===== src/rtl/instr_fetch_unit_pkg.sv =====
`default_nettype none
// ------------------------------------------------------------------
// instr_fetch_unit_pkg: shared types and constants of the fetch stage
// Revision: 1.0
// ------------------------------------------------------------------
package instr_fetch_unit_pkg;

   localparam int INSTR_WIDTH = 32;
   localparam logic [INSTR_WIDTH-1:0] INSTR_NOP = 32'h0000_0013;

   typedef enum logic [1:0] {
      FETCH_IDLE  = 2'b00,
      FETCH_WAIT  = 2'b01,
      FETCH_DRAIN = 2'b10
   } fetch_state_t;

   typedef struct packed {
      logic [INSTR_WIDTH-1:0] pc;
      logic [INSTR_WIDTH-1:0] word;
   } fetch_entry_t;

   function automatic logic [INSTR_WIDTH-1:0] word_align(input logic [INSTR_WIDTH-1:0] addr);
      return {addr[INSTR_WIDTH-1:2], 2'b00};
   endfunction

endpackage
`default_nettype wire


===== src/rtl/instr_fetch_unit_if.sv =====
`default_nettype none
// ------------------------------------------------------------------
// instr_fetch_unit_if: instruction memory, redirect and decode links
// Revision: 1.0
// ------------------------------------------------------------------
interface instr_fetch_unit_if;
   import instr_fetch_unit_pkg::*;

   logic                   imem_req;
   logic [INSTR_WIDTH-1:0] imem_addr;
   logic                   imem_ack;
   logic [INSTR_WIDTH-1:0] imem_data;
   logic                   redirect;
   logic [INSTR_WIDTH-1:0] redirect_pc;
   logic                   instr_valid;
   logic [INSTR_WIDTH-1:0] instr;
   logic [INSTR_WIDTH-1:0] instr_pc;
   logic                   instr_ready;

   modport master (
      output imem_req, imem_addr,
      input  imem_ack, imem_data,
      input  redirect, redirect_pc,
      output instr_valid, instr, instr_pc,
      input  instr_ready
   );

   modport slave (
      input  imem_req, imem_addr,
      output imem_ack, imem_data,
      output redirect, redirect_pc,
      input  instr_valid, instr, instr_pc,
      output instr_ready
   );

endinterface
`default_nettype wire


===== src/rtl/instr_fetch_fifo.sv =====
`default_nettype none
// ------------------------------------------------------------------
// instr_fetch_fifo: DEPTH x {pc, word} synchronous FIFO with flush
// Revision: 1.0
// ------------------------------------------------------------------
module instr_fetch_fifo
   import instr_fetch_unit_pkg::*;
#(
   parameter int DEPTH = 2
) (
   input  wire logic                     clk,
   input  wire logic                     reset,
   input  wire logic                     flush,
   input  wire logic                     push,
   input  wire fetch_entry_t             push_data,
   input  wire logic                     pop,
   output fetch_entry_t                  head,
   output logic [$clog2(DEPTH):0]        count
);

   localparam int AW = $clog2(DEPTH);
   localparam logic [AW:0]   C_FULL    = (AW+1)'(DEPTH);
   localparam logic [AW:0]   C_CNT_ONE = (AW+1)'(1);
   localparam logic [AW-1:0] C_PTR_ONE = AW'(1);

   fetch_entry_t  r_mem [DEPTH];
   logic [AW-1:0] r_wr_ptr;
   logic [AW-1:0] r_rd_ptr;
   logic [AW:0]   r_count;
   logic          w_push;
   logic          w_pop;

   // Flush wins over both ports so a redirect cycle never moves data.
   assign w_push = push & ~flush & (r_count != C_FULL);
   assign w_pop  = pop  & ~flush & (r_count != '0);

   always_ff @(posedge clk or posedge reset) begin
      if (reset) begin
         r_wr_ptr <= '0;
         r_rd_ptr <= '0;
         r_count  <= '0;
      end else if (flush) begin
         r_wr_ptr <= '0;
         r_rd_ptr <= '0;
         r_count  <= '0;
      end else begin
         if (w_push) r_wr_ptr <= r_wr_ptr + C_PTR_ONE;
         if (w_pop)  r_rd_ptr <= r_rd_ptr + C_PTR_ONE;
         case ({w_push, w_pop})
            2'b10:   r_count <= r_count + C_CNT_ONE;
            2'b01:   r_count <= r_count - C_CNT_ONE;
            default: r_count <= r_count;
         endcase
      end
   end

   always_ff @(posedge clk or posedge reset) begin
      if (reset) begin
         for (int i = 0; i < DEPTH; i++) r_mem[i] <= '0;
      end else if (w_push) begin
         r_mem[r_wr_ptr] <= push_data;
      end
   end

   assign head  = r_mem[r_rd_ptr];
   assign count = r_count;

endmodule
`default_nettype wire


===== src/rtl/instr_fetch_unit.sv =====
`default_nettype none
// ------------------------------------------------------------------
// instr_fetch_unit: PC owner, single-outstanding imem fetch, decode FIFO
// Revision: 1.0
// ------------------------------------------------------------------
module instr_fetch_unit
   import instr_fetch_unit_pkg::*;
#(
   parameter logic [INSTR_WIDTH-1:0] RESET_PC = 32'h0000_0000,
   parameter int                     DEPTH    = 2
) (
   input  wire logic           clk,
   input  wire logic           reset,
   instr_fetch_unit_if.master  bus
);

   localparam int          AW      = $clog2(DEPTH);
   localparam logic [AW:0] C_DEPTH = (AW+1)'(DEPTH);
   localparam logic [INSTR_WIDTH-1:0] C_PC_STEP = 32'd4;

   fetch_state_t           r_state;
   fetch_state_t           w_state_nxt;
   logic [INSTR_WIDTH-1:0] r_fetch_pc;
   logic [INSTR_WIDTH-1:0] w_fetch_pc_nxt;
   logic [INSTR_WIDTH-1:0] w_redirect_pc;
   logic                   w_req;
   logic                   w_push;
   logic                   w_pop;
   logic                   w_space;
   logic                   w_valid;
   logic [AW:0]            w_count;
   fetch_entry_t           w_head;
   fetch_entry_t           w_push_data;
   logic                   w_unused_pc_bits;

   assign w_redirect_pc    = word_align(bus.redirect_pc);
   assign w_unused_pc_bits = ^bus.redirect_pc[1:0];

   // The outstanding fetch already owns a slot, so count alone gates issue.
   assign w_space = (w_count < C_DEPTH);

   always_ff @(posedge clk or posedge reset) begin
      if (reset) begin
         r_state    <= FETCH_IDLE;
         r_fetch_pc <= RESET_PC;
      end else begin
         r_state    <= w_state_nxt;
         r_fetch_pc <= w_fetch_pc_nxt;
      end
   end

   always_comb begin
      w_state_nxt    = r_state;
      w_fetch_pc_nxt = r_fetch_pc;
      w_req          = 1'b0;
      w_push         = 1'b0;
      case (r_state)
         FETCH_IDLE: begin
            if (bus.redirect) begin
               w_fetch_pc_nxt = w_redirect_pc;
            end else if (w_space) begin
               w_req          = 1'b1;
               w_fetch_pc_nxt = r_fetch_pc + C_PC_STEP;
               w_state_nxt    = FETCH_WAIT;
            end
         end
         FETCH_WAIT: begin
            if (bus.redirect) begin
               w_fetch_pc_nxt = w_redirect_pc;
               w_state_nxt    = bus.imem_ack ? FETCH_IDLE : FETCH_DRAIN;
            end else if (bus.imem_ack) begin
               w_push      = 1'b1;
               w_state_nxt = FETCH_IDLE;
            end
         end
         FETCH_DRAIN: begin
            // An ack here pays off the abandoned fetch even if another redirect lands.
            if (bus.redirect) w_fetch_pc_nxt = w_redirect_pc;
            if (bus.imem_ack) w_state_nxt = FETCH_IDLE;
         end
         default: begin
            w_state_nxt = FETCH_IDLE;
         end
      endcase
   end

   // fetch_pc has already advanced past the word being returned.
   assign w_push_data.pc   = r_fetch_pc - C_PC_STEP;
   assign w_push_data.word = bus.imem_data;

   assign w_valid = (w_count != '0) & ~bus.redirect;
   assign w_pop   = w_valid & bus.instr_ready;

   instr_fetch_fifo #(
      .DEPTH (DEPTH)
   ) u_fifo (
      .clk       (clk),
      .reset     (reset),
      .flush     (bus.redirect),
      .push      (w_push),
      .push_data (w_push_data),
      .pop       (w_pop),
      .head      (w_head),
      .count     (w_count)
   );

   assign bus.imem_req    = w_req & ~reset;
   assign bus.imem_addr   = r_fetch_pc;
   assign bus.instr_valid = w_valid;
   assign bus.instr       = w_head.word;
   assign bus.instr_pc    = w_head.pc;

endmodule
`default_nettype wire

===== src/flat_wrapper.sv =====
// flat-port wrapper written by rule: the top's interface ports become plain ports
module instr_fetch_unit_flat import instr_fetch_unit_pkg::*;
#(
   parameter logic [INSTR_WIDTH-1:0] RESET_PC = 32'h0000_0000,
   parameter int                     DEPTH    = 2
)
  (clk, reset, bus_imem_req, bus_imem_addr, bus_imem_ack, bus_imem_data, bus_redirect, bus_redirect_pc, bus_instr_valid, bus_instr, bus_instr_pc, bus_instr_ready);
  instr_fetch_unit_if bus_i ();
  input  wire logic clk;
  input  wire logic reset;
  output wire logic [$bits(bus_i.imem_req)-1:0] bus_imem_req;
  output wire logic [$bits(bus_i.imem_addr)-1:0] bus_imem_addr;
  input wire logic [$bits(bus_i.imem_ack)-1:0] bus_imem_ack;
  input wire logic [$bits(bus_i.imem_data)-1:0] bus_imem_data;
  input wire logic [$bits(bus_i.redirect)-1:0] bus_redirect;
  input wire logic [$bits(bus_i.redirect_pc)-1:0] bus_redirect_pc;
  output wire logic [$bits(bus_i.instr_valid)-1:0] bus_instr_valid;
  output wire logic [$bits(bus_i.instr)-1:0] bus_instr;
  output wire logic [$bits(bus_i.instr_pc)-1:0] bus_instr_pc;
  input wire logic [$bits(bus_i.instr_ready)-1:0] bus_instr_ready;
  assign bus_imem_req = bus_i.imem_req;
  assign bus_imem_addr = bus_i.imem_addr;
  assign bus_i.imem_ack = bus_imem_ack;
  assign bus_i.imem_data = bus_imem_data;
  assign bus_i.redirect = bus_redirect;
  assign bus_i.redirect_pc = bus_redirect_pc;
  assign bus_instr_valid = bus_i.instr_valid;
  assign bus_instr = bus_i.instr;
  assign bus_instr_pc = bus_i.instr_pc;
  assign bus_i.instr_ready = bus_instr_ready;
  instr_fetch_unit #(.RESET_PC(RESET_PC), .DEPTH(DEPTH)) u_core (.clk(clk), .reset(reset), .bus(bus_i));
endmodule

===== config.mk =====
export PLATFORM = sky130hd
export DESIGN_NAME = instr_fetch_unit_flat
export DESIGN_NICKNAME = d
export VERILOG_FILES = /design/src/rtl/instr_fetch_unit_pkg.sv /design/src/rtl/instr_fetch_unit_if.sv /design/src/rtl/instr_fetch_fifo.sv /design/src/rtl/instr_fetch_unit.sv /design/src/flat_wrapper.sv
export SDC_FILE = /design/constraint.sdc
export NUM_CORES = 1
export LEC_CHECK = 0
export BUFFER_PORTS_ARGS = -buffer_cell sky130_fd_sc_hd__buf_2
export CORE_ASPECT_RATIO = 1.4
export CORE_MARGIN = 10
export CORE_UTILIZATION = 55
export DETAILED_ROUTE_END_ITERATION = 7
export PLACE_DENSITY = 0.79
export SYNTH_ARGS = -nofsm -noshare
export SYNTH_HDL_FRONTEND = slang
export SYNTH_HIERARCHICAL = 1
export SYNTH_SLANG_ARGS = --single-unit

===== constraint.sdc =====
create_clock -name clk -period 6.1 [get_ports clk]
set_input_delay 1.525 -clock clk [delete_from_list [all_inputs] [get_ports clk]]
set_output_delay 1.525 -clock clk [all_outputs]
set_load 0.01 [all_outputs]

After elaboration in Yosys (flattened, before gate mapping)
Cells that the tools add are included.
{"block": "word_totals", "reg_bits": 166, "in_bits": 69, "output_inout_bits": 98, "word_cells": 77}
{"block": "op_classes", "add_sub_neg": 6, "magnitude_cmp": 4, "n_eq_ne": 9, "muxes": 28, "n_bitwise": 11, "reduce_logical": 10}
{"operator": "$mux W64", "n": 4}
{"operator": "$bwmux W128", "n": 1}
{"operator": "$mux W32", "n": 3}
{"operator": "$demux W64 S1", "n": 1}
{"operator": "$pmux W32 S2", "n": 1}
{"operator": "$add A32 B3 Y32 const B", "n": 1}
{"operator": "$sub A32 B3 Y32 const B", "n": 1}
{"operator": "$mux W2", "n": 6}
{"operator": "$mux W1", "n": 10}
{"operator": "$reduce_bool A2 Y1", "n": 4}
{"operator": "$and A1 B1 Y1", "n": 7}
{"operator": "$pmux W2 S3", "n": 1}
{"operator": "$eq A2 B1 Y1 const B", "n": 2}
{"operator": "$eq A2 B2 Y1 const B", "n": 2}
{"operator": "$ge A2 B2 Y1 const B", "n": 2}
{"operator": "$ne A2 B1 Y1 const B", "n": 2}
{"operator": "$ne A2 B2 Y1 const B", "n": 2}
{"operator": "$not A1 Y2", "n": 2}
{"operator": "$pmux W2 S2", "n": 1}
{"operator": "$ne A3 B2 Y1 const B", "n": 1}
{"operator": "$reduce_and A3 Y1", "n": 1}
{"operator": "$reduce_bool A3 Y1", "n": 1}
{"operator": "$add A1 B1 Y1 const B", "n": 2}
{"operator": "$add A2 B1 Y2 const B", "n": 1}
{"operator": "8 further kinds", "n": 9}

Depth between registers and ports, before layout
Gate-level depths: netlist of the first run.
{"block": "logic_depth", "ltp_word": 8, "ltp_mapped": 8, "mapped_depth_nobuf": 7}

Cells and area by module
Netlist of the first run, hierarchy kept.
{"module": "instr_fetch_fifo", "n_inst": 1, "cells_per_inst": 366, "area_per_inst_um2": 5997.0, "seq_area_each_um2": 3303.2}
{"module": "instr_fetch_unit", "n_inst": 1, "cells_per_inst": 347, "area_per_inst_um2": 2762.6, "seq_area_each_um2": 800.8}

Worst setup path after synthesis of the first run
OpenSTA, ideal clock, no wires.
{"block": "synth_path", "path_type": "input-to-output", "start": "input port bus_redirect", "end": "output port bus_imem_req", "arrival_time_ps": 2101, "t_required_ps": 4575, "path_slack_ps": 2474, "path_stages": 4, "n_path_buf": 1, "path_cell_list": "clkbuf_1 -> nor2_1 -> nand2_1 -> nor2_1"}
{"block": "synth_between", "elab_chain_len": 3}
{"item": "start: declaration", "line": "flat_wrapper.sv:15", "text": "input wire logic [$bits(bus_i.redirect)-1:0] bus_redirect;"}
{"item": "$mux W1", "line": "instr_fetch_unit.sv:59", "text": "if (bus.redirect) begin"}
{"item": "$mux W1", "line": "instr_fetch_unit.sv:57", "text": "case (r_state)"}
{"item": "$and A1 B1 Y1", "line": "instr_fetch_unit.sv:107", "text": "assign bus.imem_req = w_req & ~reset;"}
{"item": "end: declaration", "line": "flat_wrapper.sv:11", "text": "output wire logic [$bits(bus_i.imem_req)-1:0] bus_imem_req;"}
No other way between the ends.

Worst setup path after layout of the first run
{"block": "layout_path", "start": "register u_core.u_fifo.r_rd_ptr", "end": "output port bus_instr_pc[28]"}
{"block": "layout_between", "elab_chain_len": 4}
{"item": "start: declaration", "line": "instr_fetch_fifo.sv:28", "text": "logic [AW-1:0] r_rd_ptr;"}
{"item": "start signal: assignment", "line": "instr_fetch_fifo.sv:48", "text": "if (w_pop) r_rd_ptr <= r_rd_ptr + C_PTR_ONE;"}
{"item": "$not A1 Y2 (not written as such)", "line": "instr_fetch_fifo.sv:65", "text": "assign head = r_mem[r_rd_ptr];"}
{"item": "$mux W64 (not written as such) (3 in series)", "line": "instr_fetch_fifo.sv:65"}
{"item": "end: declaration", "line": "flat_wrapper.sv:19", "text": "output wire logic [$bits(bus_i.instr_pc)-1:0] bus_instr_pc;"}
No other way between the ends. The select of a mux whose other input is x is not followed.

==> flow_metrics.py, run 1 <==
metrics = {
    "global_routing": {
        "gr-total-overflow": 0,
        "grt_pass1_wl_um": 34100,
        "grt_usage_pct": 19.5,
        "grt_max_degree": 72,
        "antenna_found_initial": 0,
        "grt_pass1_vias": 6436,
    },
    "route": {
        "first_iter_violations": 419,
        "vias": 6169,
        "antenna_left": 0,
        "post_drt_wl_per_cell_um": 19.8,
        "routed_wl_um": 21000,
        "dr.pass1.iters": 4,
        "drc": 0,
        "via_per_inst": 5.81,
    },
    "placement": {
        "io_buffers": 162,
        "finalWeightedCongestion": 0.916,
        "hpwl_um": 14700,
    },
    "pwr": {
        "combPwrFrac_pct": 37.5,
        "clkPwrFrac_pct": 22.0,
        "p_sw_w": 0.00169,
        "p_per_area_nw_per_um2": 472,
        "p_sw_share_pct": 35.3,
        "vdd_drop_max_uv": 256,
        "pwr-share-seq_pct": 40.5,
        "intPower_w": 0.00310,
        "finalPower_w": 0.00479,
        "p_leak_nw": 4.77,
    },
    "synthesis": {
        "synth_edf_count": 0,
        "ys_warn_count": 6,
        "avgSynthCellArea_um2": 12.3,
        "yosys.area_share.simple_pct": 9.87,
        "synth-xor-area-share_pct": 2.80,
        "synth-compound-area-share_pct": 7.78,
        "syn_inst": 713,
        "synth_mux_area_share_pct": 27.6,
        "synth.cell_area_um2": 8760,
        "synth_top_family_by_area": "multiplexers",
        "synth-seq-cells": 164,
        "yosysUniqueCellTypes": 60,
        "synth-seq-area-share_pct": 46.9,
        "synth_ff_type": "dfrtp_1",
        "synth_adder_area_share_pct": 0.857,
        "synth-async-reset-ratio_pct": 100,
    },
    "finish": {
        "fillers": 1257,
        "nets": 929,
        "n_antenna_cell": 0,
        "areaGrowthSynthToFinish_pct": 16.0,
        "post-route-util_pct": 65.1,
        "drive_gt1_share_pct": 47.1,
    },
    "floorplan": {
        "die_area_um2": 21400,
        "io_pins": 167,
        "rows": 54,
        "die_w_um": 127,
        "start_util_pct": 56.1,
        "core-area_um2": 15600,
        "die_y_um": 169,
    },
    "timing": {
        "max-slew-margin-rel_pct": 29.3,
        "finalHoldViolCount": 0,
        "tightest_slew_ns": 1.06,
        "fmax_mhz": 246,
        "setup_tns_ns": 0,
        "fin_crit_sh_pct": 66.7,
        "rsz0062_at_grt": "no",
        "drv_slew": 0,
        "skew_ns": 0.0126,
        "final-setup-viol-count": 0,
        "post-route-min-period_ns": 4.07,
    },
    "clocking": {
        "cts_buffer_depth": 2,
        "clock_tree.root_cell": "clkbuf_16",
        "cts_sinks": 164,
        "hold_buffers": 0,
        "cts_buffers": 17,
        "cts_setup_buffers": 0,
        "clk_pin_slew_ns": 0.07,
        "post_cts_resize_count": 0,
        "insertion_delay_ns": 0.42,
        "htree_levels": 4,
        "cts_tree": "yes",
    },
    "critical_path": {
        "required_ns": 4.58,
        "cp_max_fo": 42,
        "crit_type": "register to primary output",
        "startpoint_type": "register",
        "r2r-end": "u_core/u_fifo/r_mem[57]",
        "worstPathArrival_ns": 2.54,
        "r2r_start": "u_core/r_state[1]",
        "end_kind": "primary output",
        "rrSetupSlack_ns": 3.14,
        "ff2ff_path_depth": 7,
    },
    "min_path": {
        "hold_path_depth": 1,
        "hold_class": "register to register",
        "worstHoldEndpoint": "u_core/u_fifo/r_mem[78]",
        "worstHoldStart": "u_core/u_fifo/r_mem[78]",
    },
    "flow_run": {
        "drv_cap": 0,
    },
    "status": {
        "outcome": "finished clean",
    },
}
[placed cells by master, fill, tap and decap left out, drive strengths merged, types with 5 or more instances in the layout]
cell type  count
and3           8
inv           12
and4           5
nor2          30
o32ai          8
o22ai         11
a21oi         32
xor2          19
conb           6
buf          170
dfrtp        164
a311oi         8
mux2         192
o21ai         16
ha             6
and2           5
xnor2          9
nor3          22
nand3         19
nor4           8
nand2         28
nand4          6
nand2b         5
clkbuf        20
or3            6
[flip-flops by register name, summed over array words and instances (netlist names)]
register	count
u_core/u_fifo/r_mem	128
u_core/bus.imem_addr	30
u_core/r_state	2
u_core/u_fifo/count	2
u_core/u_fifo/r_rd_ptr	1
u_core/u_fifo/r_wr_ptr	1
[power by group through the flow]
| stage | logic, W | registers, W | clock network, W |
|---|---|---|---|
| 3_5_place_dp | 0.00181 | 0.00195 | 0 |
| 4_1_cts | 0.00182 | 0.00194 | 0.00108 |
| 6_report | 0.00180 | 0.00194 | 0.00106 |
| 2_1_floorplan | 0.00133 | 0.00180 | 0 |
| 3_3_place_gp | 0.00177 | 0.00193 | 0 |
| 5_1_grt | 0.00197 | 0.00201 | 0.00113 |
[metal layers]
metal	up-vias	global-route usage, %	share of wire (%)
met4	0	7.39	2.4
met1	3012	24.5	43
met5	-	0	0
li1	2876	-	-
met3	32	6.00	6.9
met2	249	30.7	47
[Yosys cell counts, drive strengths merged (4+ instances only)]
library cell	instances	share of area, %
a2bb2oi	4	0.40
and3	8	0.57
xnor2	9	0.90
nand2b	5	0.36
a311oi	8	0.80
xor2	19	1.9
and4	5	0.51
a31oi	4	0.29
o31ai	4	0.34
inv	12	0.51
clkbuf	25	1.1
nor2	30	1.3
nand3	19	1.1
or3	6	0.43
ha	6	0.86
dfrtp	164	47
o22ai	11	0.79
mux2	192	27
nand4	6	0.57
o32ai	8	0.80
nor4	8	1.0
and2	5	0.36
o21ai	16	0.91
buf	28	2.6
nor3	22	1.7
a21oi	32	1.8
nand2	28	1.2
[worst max-delay path, cell delays in order, from the launching register on]
cell and delay, ns:
dfrtp_2 1.06, buf_4 0.48, mux2_2 0.40, buf_2 0.15
[layout make-up]
| class | instances | area [um2] | share of cell area, % |
|---|---|---|---|
| multi-input cells | 489 | 4320 | 42.5 |
| flip-flops and latches | 164 | 4110 | 40.4 |
| repair buffers | 170 | 871 | 8.57 |
| clock buffers | 20 | 437 | 4.30 |
| well taps | 196 | 245 | 2.41 |
| clock inverters | 10 | 136 | 1.34 |
| inverters | 12 | 47.5 | 0.468 |
[stage by stage]
step / std cells / hold WS, ns / cell area (um2) / setup WS, ns
finish: 1061 / 0.486 / 10200 / 2.03
floorplan: 718 / 0.454 / 8780 / 1.05
detailed placement: 1031 / 0.471 / 9590 / 1.72
global route: 1061 / 0.501 / 10200 / 1.90
global placement: 1031 / 0.466 / 9590 / 1.76
CTS: 1061 / 0.494 / 10200 / 1.98
[cells by family after synthesis]
group / after synthesis
adders and majority gates: 6
xor gates and xnor gates: 28
buffers and inverters: 65
and+or+nand+nor: 150
DFF: 164
other: 1
AOI/OAI and AO/OA: 104
muxes: 195
[worst max-delay path by stage]
stage | endpoint | cells after the start | from | slack [ns]
global route | bus_instr_pc[28] | 3 | u_core/u_fifo/r_rd_ptr | 1.90
CTS | bus_instr_pc[28] | 3 | u_core/u_fifo/r_rd_ptr | 1.98
detailed placement | u_core/u_fifo/r_mem[57] | 7 | bus_redirect | 1.72
finish | bus_instr_pc[28] | 3 | u_core/u_fifo/r_rd_ptr | 2.03
global placement | u_core/u_fifo/r_mem[51] | 7 | bus_redirect | 1.76
floorplan | u_core/u_fifo/count[0] | 1 | reset | 1.05
Power figures use the tool's default switching activity.
==> inputs of run 2 (changes only) <==
Settings changed: CORE_UTILIZATION 55 to 51, PLACE_DENSITY 0.79 to 0.77.
Clock period 6.1 ns to 3.5 ns, I/O delays scaled along.
==> run 2 against run 1 <==
Final cell count rose by 1.7%. Non-clock buffer count rose by 9. Highest routed layer unchanged. Register-to-register slack got worse by 2.1 ns. Via count is 2.1% higher. Setup slack worse by 1.2 ns. Largest cell class unchanged. Die area is 6.7% higher. Utilization decreased by 3.7 points. Critical path depth unchanged. Clock-buffer cell count is 2 higher. Largest power group unchanged.
==> flow_metrics.py, run 2 (same netlist as run 1, synthesis figures left out) <==
metrics = {
    "critical_path": {
        "critPathSlowestCell": "dfrtp_2",
        "crit_type": "register to primary output",
        "startpoint_type": "register",
        "critical-path-top-delay-family": "flip-flops",
        "worstPathArrival_ns": 1.83,
        "setup.worst_path.start": "u_core/u_fifo/r_rd_ptr",
        "cp_max_fo": 17,
        "crit_chain": "buf_4, mux2_2, buf_2",
        "required_ns": 2.62,
        "crit_buf_inv": 2,
        "r2r_start": "u_core/r_state[1]",
        "end_kind": "primary output",
        "slowest_delay_ns": 0.55,
    },
    "status": {
        "outcome": "finished clean",
    },
    "global_routing": {
        "gr-total-overflow": 0,
        "grt_pass1_wl_um": 34700,
        "grt_pass1_vias": 6508,
        "antenna_found_initial": 0,
        "grt_max_degree": 65,
        "grt_usage_pct": 19.0,
    },
    "finish": {
        "regArea_um2": 4110,
        "largest_register": "u_core/u_fifo/r_mem",
        "drive_gt1_share_pct": 47.9,
        "final_common_cell": "dfrtp_1",
        "layout_common_cells": "dfrtp_1 (163), buf_2 (162), mux2_2 (127)",
        "n_antenna_cell": 0,
        "areaGrowthSynthToFinish_pct": 17.9,
        "nets": 938,
        "final_area_um2": 10300,
        "fin_cells": 1079,
        "fillers": 1388,
        "largest_reg_flops": 128,
        "multi_input_area_um2": 4320,
    },
    "clocking": {
        "cts_buffers": 17,
        "post_cts_resize_count": 0,
        "cts_sinks": 164,
        "cts_buffer_depth": 2,
        "htree_levels": 4,
        "hold_buffers": 0,
        "cts_tree": "yes",
        "clock_tree.root_cell": "clkbuf_16",
        "insertion_delay_ns": 0.42,
        "cts_setup_buffers": 0,
        "clk_pin_slew_ns": 0.06,
    },
    "pwr": {
        "p_leak_nw": 4.86,
        "vdd_drop_max_uv": 473,
        "clkPwrFrac_pct": 22.3,
        "intPower_w": 0.00546,
        "combPwrFrac_pct": 38.0,
        "pwr-share-seq_pct": 39.7,
        "p_per_area_nw_per_um2": 821,
        "p_sw_share_pct": 35.6,
        "p_sw_w": 0.00302,
    },
    "timing": {
        "finalHoldViolCount": 0,
        "fin_crit_sh_pct": 77.3,
        "max-slew-margin-rel_pct": 47.9,
        "drv_slew": 0,
        "fmax_mhz": 370,
        "post-route-min-period_ns": 2.70,
        "skew_ns": 0.0140,
        "final-setup-viol-count": 0,
        "rsz0062_at_grt": "no",
        "tightest_slew_ns": 0.776,
        "setup_tns_ns": 0,
        "fin_ws_ns": 0.796,
    },
    "route": {
        "via_per_inst": 5.84,
        "vias": 6300,
        "post_drt_wl_per_cell_um": 19.8,
        "dr.pass1.iters": 5,
        "routed_wl_um": 21300,
        "first_iter_violations": 462,
        "antenna_left": 0,
        "drc": 0,
    },
    "floorplan": {
        "core-area_um2": 16800,
        "die_y_um": 175,
        "start_util_pct": 52.1,
        "io_pins": 167,
        "die_area_um2": 22900,
        "rows": 56,
        "die_w_um": 131,
    },
    "placement": {
        "hpwl_um": 15100,
        "pre_cts_ws_ns": 0.558,
        "place_inst": 1047,
        "io_buffers": 162,
        "finalWeightedCongestion": 0.907,
        "place_area_um2": 9730,
    },
    "min_path": {
        "hold_class": "register to register",
        "worstHoldStart": "u_core/u_fifo/r_mem[79]",
    },
    "flow_run": {
        "drv_cap": 0,
    },
}
==> run 2: cell type report <==
| class | count | share of cell area, % |
|---|---|---|
| clock inverters | 10 | 1.17 |
| repair buffers | 179 | 9.69 |
| inverters | 12 | 0.472 |
| multi-input cells | 489 | 41.8 |
| well taps | 203 | 2.46 |
| flip-flops and latches | 164 | 39.7 |
| clock buffers | 22 | 4.69 |
==> run 2: worst paths after layout <==
kind | endpoint | slack (ns) | depth (start not counted)
worst min-delay path | u_core/u_fifo/r_mem[79] | 0.49 | 1
worst max-delay path | bus_instr_pc[29] | 0.80 | 3
min in group asynchronous | u_core/u_fifo/r_rd_ptr | 0.56 | 2
worst max register to register | u_core/u_fifo/r_mem[50] | 1.01 | 7
worst min register to register | u_core/u_fifo/r_mem[79] | 0.49 | 1
max in group asynchronous | u_core/bus.imem_addr[3] | 2.15 | 3
==> run 2: through the flow <==
stage | hold slack (ns) | util (%) | power, W
final | 0.488 | 61.4 | 0.00848
after global routing | 0.512 | 61.4 | 0.00906
after CTS | 0.491 | 61.4 | 0.00856
after detailed placement | 0.476 | 57.8 | 0.00662
after global placement | 0.466 | 57.8 | 0.00651
after floorplan | 0.454 | - | 0.00546
==> run 2: per-layer routing <==
metal	routed length, um	up-vias	global-route usage [%]	part of all wire (%)
met5	0	-	0	0
met4	292	0	5.53	1.4
met3	1610	26	4.79	7.5
met2	10500	279	31.0	49
met1	8960	3101	24.0	42
li1	-	2894	-	-
==> run 2: power groups by stage <==
stage	Sequential [W]	Clock [W]	Combinational [W]
detailed placement	0.00339	0	0.00323
global placement	0.00335	0	0.00316
global route	0.00350	0.00202	0.00353
floorplan	0.00314	0	0.00232
CTS	0.00336	0.00194	0.00325
finish	0.00337	0.00189	0.00322
==> inputs of run 3 (changes only) <==
Settings changed: CORE_UTILIZATION 51 to 55, PLACE_DENSITY 0.77 to 0.79.
Clock period 3.5 ns to 2.7 ns, I/O delays scaled along.
==> run 3 against run 2 <==
Via count rose by 1.8%. Combinational power increased by 43%. Sequential share of layout area fell by 0.59 points. Routed wire length grew 2.4%. Largest cell class unchanged. Power increased by 35%. Critical path type is now register to register. Worst hold slack lost 0.23 ns. Global-route usage is 1.2 points higher. Final cell count up 0.83%. Critical path depth rose by 4.
==> flow_metrics.py, run 3 (same netlist as run 1, synthesis figures left out) <==
metrics = {
    "clocking": {
        "clk_pin_slew_ns": 0.06,
        "hold_buffers": 0,
        "cts_buffer_depth": 2,
        "cts_sinks": 164,
        "insertion_delay_ns": 0.43,
        "cts_tree": "yes",
        "post_cts_resize_count": 0,
        "cts_buffers": 17,
        "clock_tree.root_cell": "clkbuf_16",
        "htree_levels": 4,
        "cts_setup_buffers": 0,
    },
    "placement": {
        "place_inst": 1056,
        "io_buffers": 162,
        "finalWeightedCongestion": 0.917,
        "pre_cts_ws_ns": 0.134,
        "hpwl_um": 15600,
    },
    "timing": {
        "drv_slew": 0,
        "fin_ws_ns": 0.222,
        "skew_ns": 0.00754,
        "post-route-min-period_ns": 2.48,
        "rsz0062_at_grt": "no",
        "holdWs_ns": 0.254,
        "fmax_mhz": 403,
        "fin_crit_sh_pct": 91.8,
        "finalHoldViolCount": 0,
        "tightest_slew_ns": 0.649,
        "max-slew-margin-rel_pct": 56.6,
        "final-setup-viol-count": 0,
        "setup_tns_ns": 0,
    },
    "floorplan": {
        "die_y_um": 169,
        "start_util_pct": 56.1,
        "die_area_um2": 21400,
        "rows": 54,
        "io_pins": 167,
        "die_w_um": 127,
        "core-area_um2": 15600,
    },
    "finish": {
        "post-route-util_pct": 67.2,
        "fin_cells": 1088,
        "nets": 954,
        "final_common_cell": "dfrtp_1",
        "multi_input_area_um2": 4320,
        "largest_register": "u_core/u_fifo/r_mem",
        "areaGrowthSynthToFinish_pct": 19.7,
        "regArea_um2": 4110,
        "drive_gt1_share_pct": 48.8,
        "n_antenna_cell": 0,
        "largest_reg_flops": 128,
        "fillers": 1210,
        "layout_common_cells": "dfrtp_1 (163), buf_2 (162), mux2_2 (127)",
    },
    "critical_path": {
        "critical_path.endpoint": "u_core/u_fifo/r_mem[52]",
        "crit_path_frequent_cell": "inv_1",
        "setup.worst_path.start": "u_core/r_state[1]",
        "startpoint_type": "register",
        "slowest_delay_ns": 0.56,
        "critPathSlowestCell": "or4b_4",
        "critical-path-top-delay-family": "simple AND/OR/NAND/NOR gates",
        "r2r-end": "u_core/u_fifo/r_mem[52]",
        "cp_max_fo": 64,
        "crit_chain": "inv_1, ha_1, and3_1, inv_1, or4b_4, buf_12, mux2_4",
        "r2r_start": "u_core/r_state[1]",
        "ff2ff_path_depth": 7,
        "crit_type": "register to register",
        "worstPathArrival_ns": 2.79,
        "end_kind": "register",
        "required_ns": 3.01,
        "rrSetupSlack_ns": 0.22,
        "crit_buf_inv": 3,
        "cp.depth": 7,
    },
    "route": {
        "wl_met2_um": 10600,
        "topRoutingLayerUsed": "met4",
        "drc": 0,
        "via_per_inst": 5.89,
        "post_drt_wl_per_cell_um": 20.1,
        "met3_wirelength_um": 1560,
        "first_iter_violations": 367,
        "antenna_left": 0,
        "routed_wl_um": 21800,
        "vias": 6411,
        "met1_length_um": 9240,
        "dr.pass1.iters": 5,
    },
    "pwr": {
        "p_per_area_nw_per_um2": 1090,
        "vdd_drop_max_uv": 653,
        "p_leak_nw": 4.95,
    },
    "global_routing": {
        "gr-total-overflow": 0,
        "grt_pass1_wl_um": 35600,
        "antenna_found_initial": 0,
        "grt_pass1_vias": 6880,
        "grt_usage_pct": 20.1,
        "grt_max_degree": 66,
    },
    "flow_run": {
        "drv_cap": 0,
    },
    "status": {
        "outcome": "finished clean",
    },
    "min_path": {
        "hold_class": "input pin to asynchronous set/reset pin",
    },
}
## run 3: changes by cell type in the layout (fill, tap and decap cells not counted), sizes merged
cell,previous run,this run
clkbuf,22,20
clkinvlp,2,4
inv,12,11
clkinv,6,4
buf,179,195
bufinv,2,5
## run 3: worst min path at each step
stage	end	slack, ns	cells after the start
floorplan	u_core/u_fifo/r_mem[66]	0.45	1
global placement	u_core/u_fifo/r_mem[66]	0.46	1
detailed placement	u_core/u_fifo/r_mem[80]	0.48	1
CTS	u_core/r_state[0]	0.24	2
global route	u_core/r_state[0]	0.27	2
finish	u_core/r_state[0]	0.25	2
## run 3: metrics by stage
stage                     cell area, um2  power [W]
after CTS                          10500     0.0115
after global routing               10500     0.0121
after global placement              9840    0.00867
final                              10500     0.0114
after floorplan                     8780    0.00708
after detailed placement            9840    0.00879
## run 3: power breakdown
group	switching, W	total [W]	internal, W	leakage, nW
combinational	0.00228	0.00459	0.00231	2.58
clock	0.000981	0.00265	0.00167	0.306
sequential	0.000717	0.00416	0.00345	2.06
## run 3: routing by layer
layer	track usage (%)	vias to the layer above
met5	0	-
met4	6.65	0
li1	-	2928
met2	33.7	276
met1	24.3	3172
met3	5.81	35
## run 3: layout make-up
cell class                      instances  area share [%]
Sequential cell                       164            39.1
Timing Repair Buffer                  195            10.7
Tap cell                              196            2.34
Inverter                               12           0.465
Clock inverter                         12            1.94
Multi-Input combinational cell        489            41.2
Clock buffer                           20            4.26
## run 3: worst reg2reg max path, cell delays in order, from the launching register on
cell,delay (ns)
dfrtp_1,0.41
inv_1,0.11
ha_1,0.21
and3_1,0.27
inv_1,0.13
or4b_4,0.56
buf_12,0.26
mux2_4,0.42
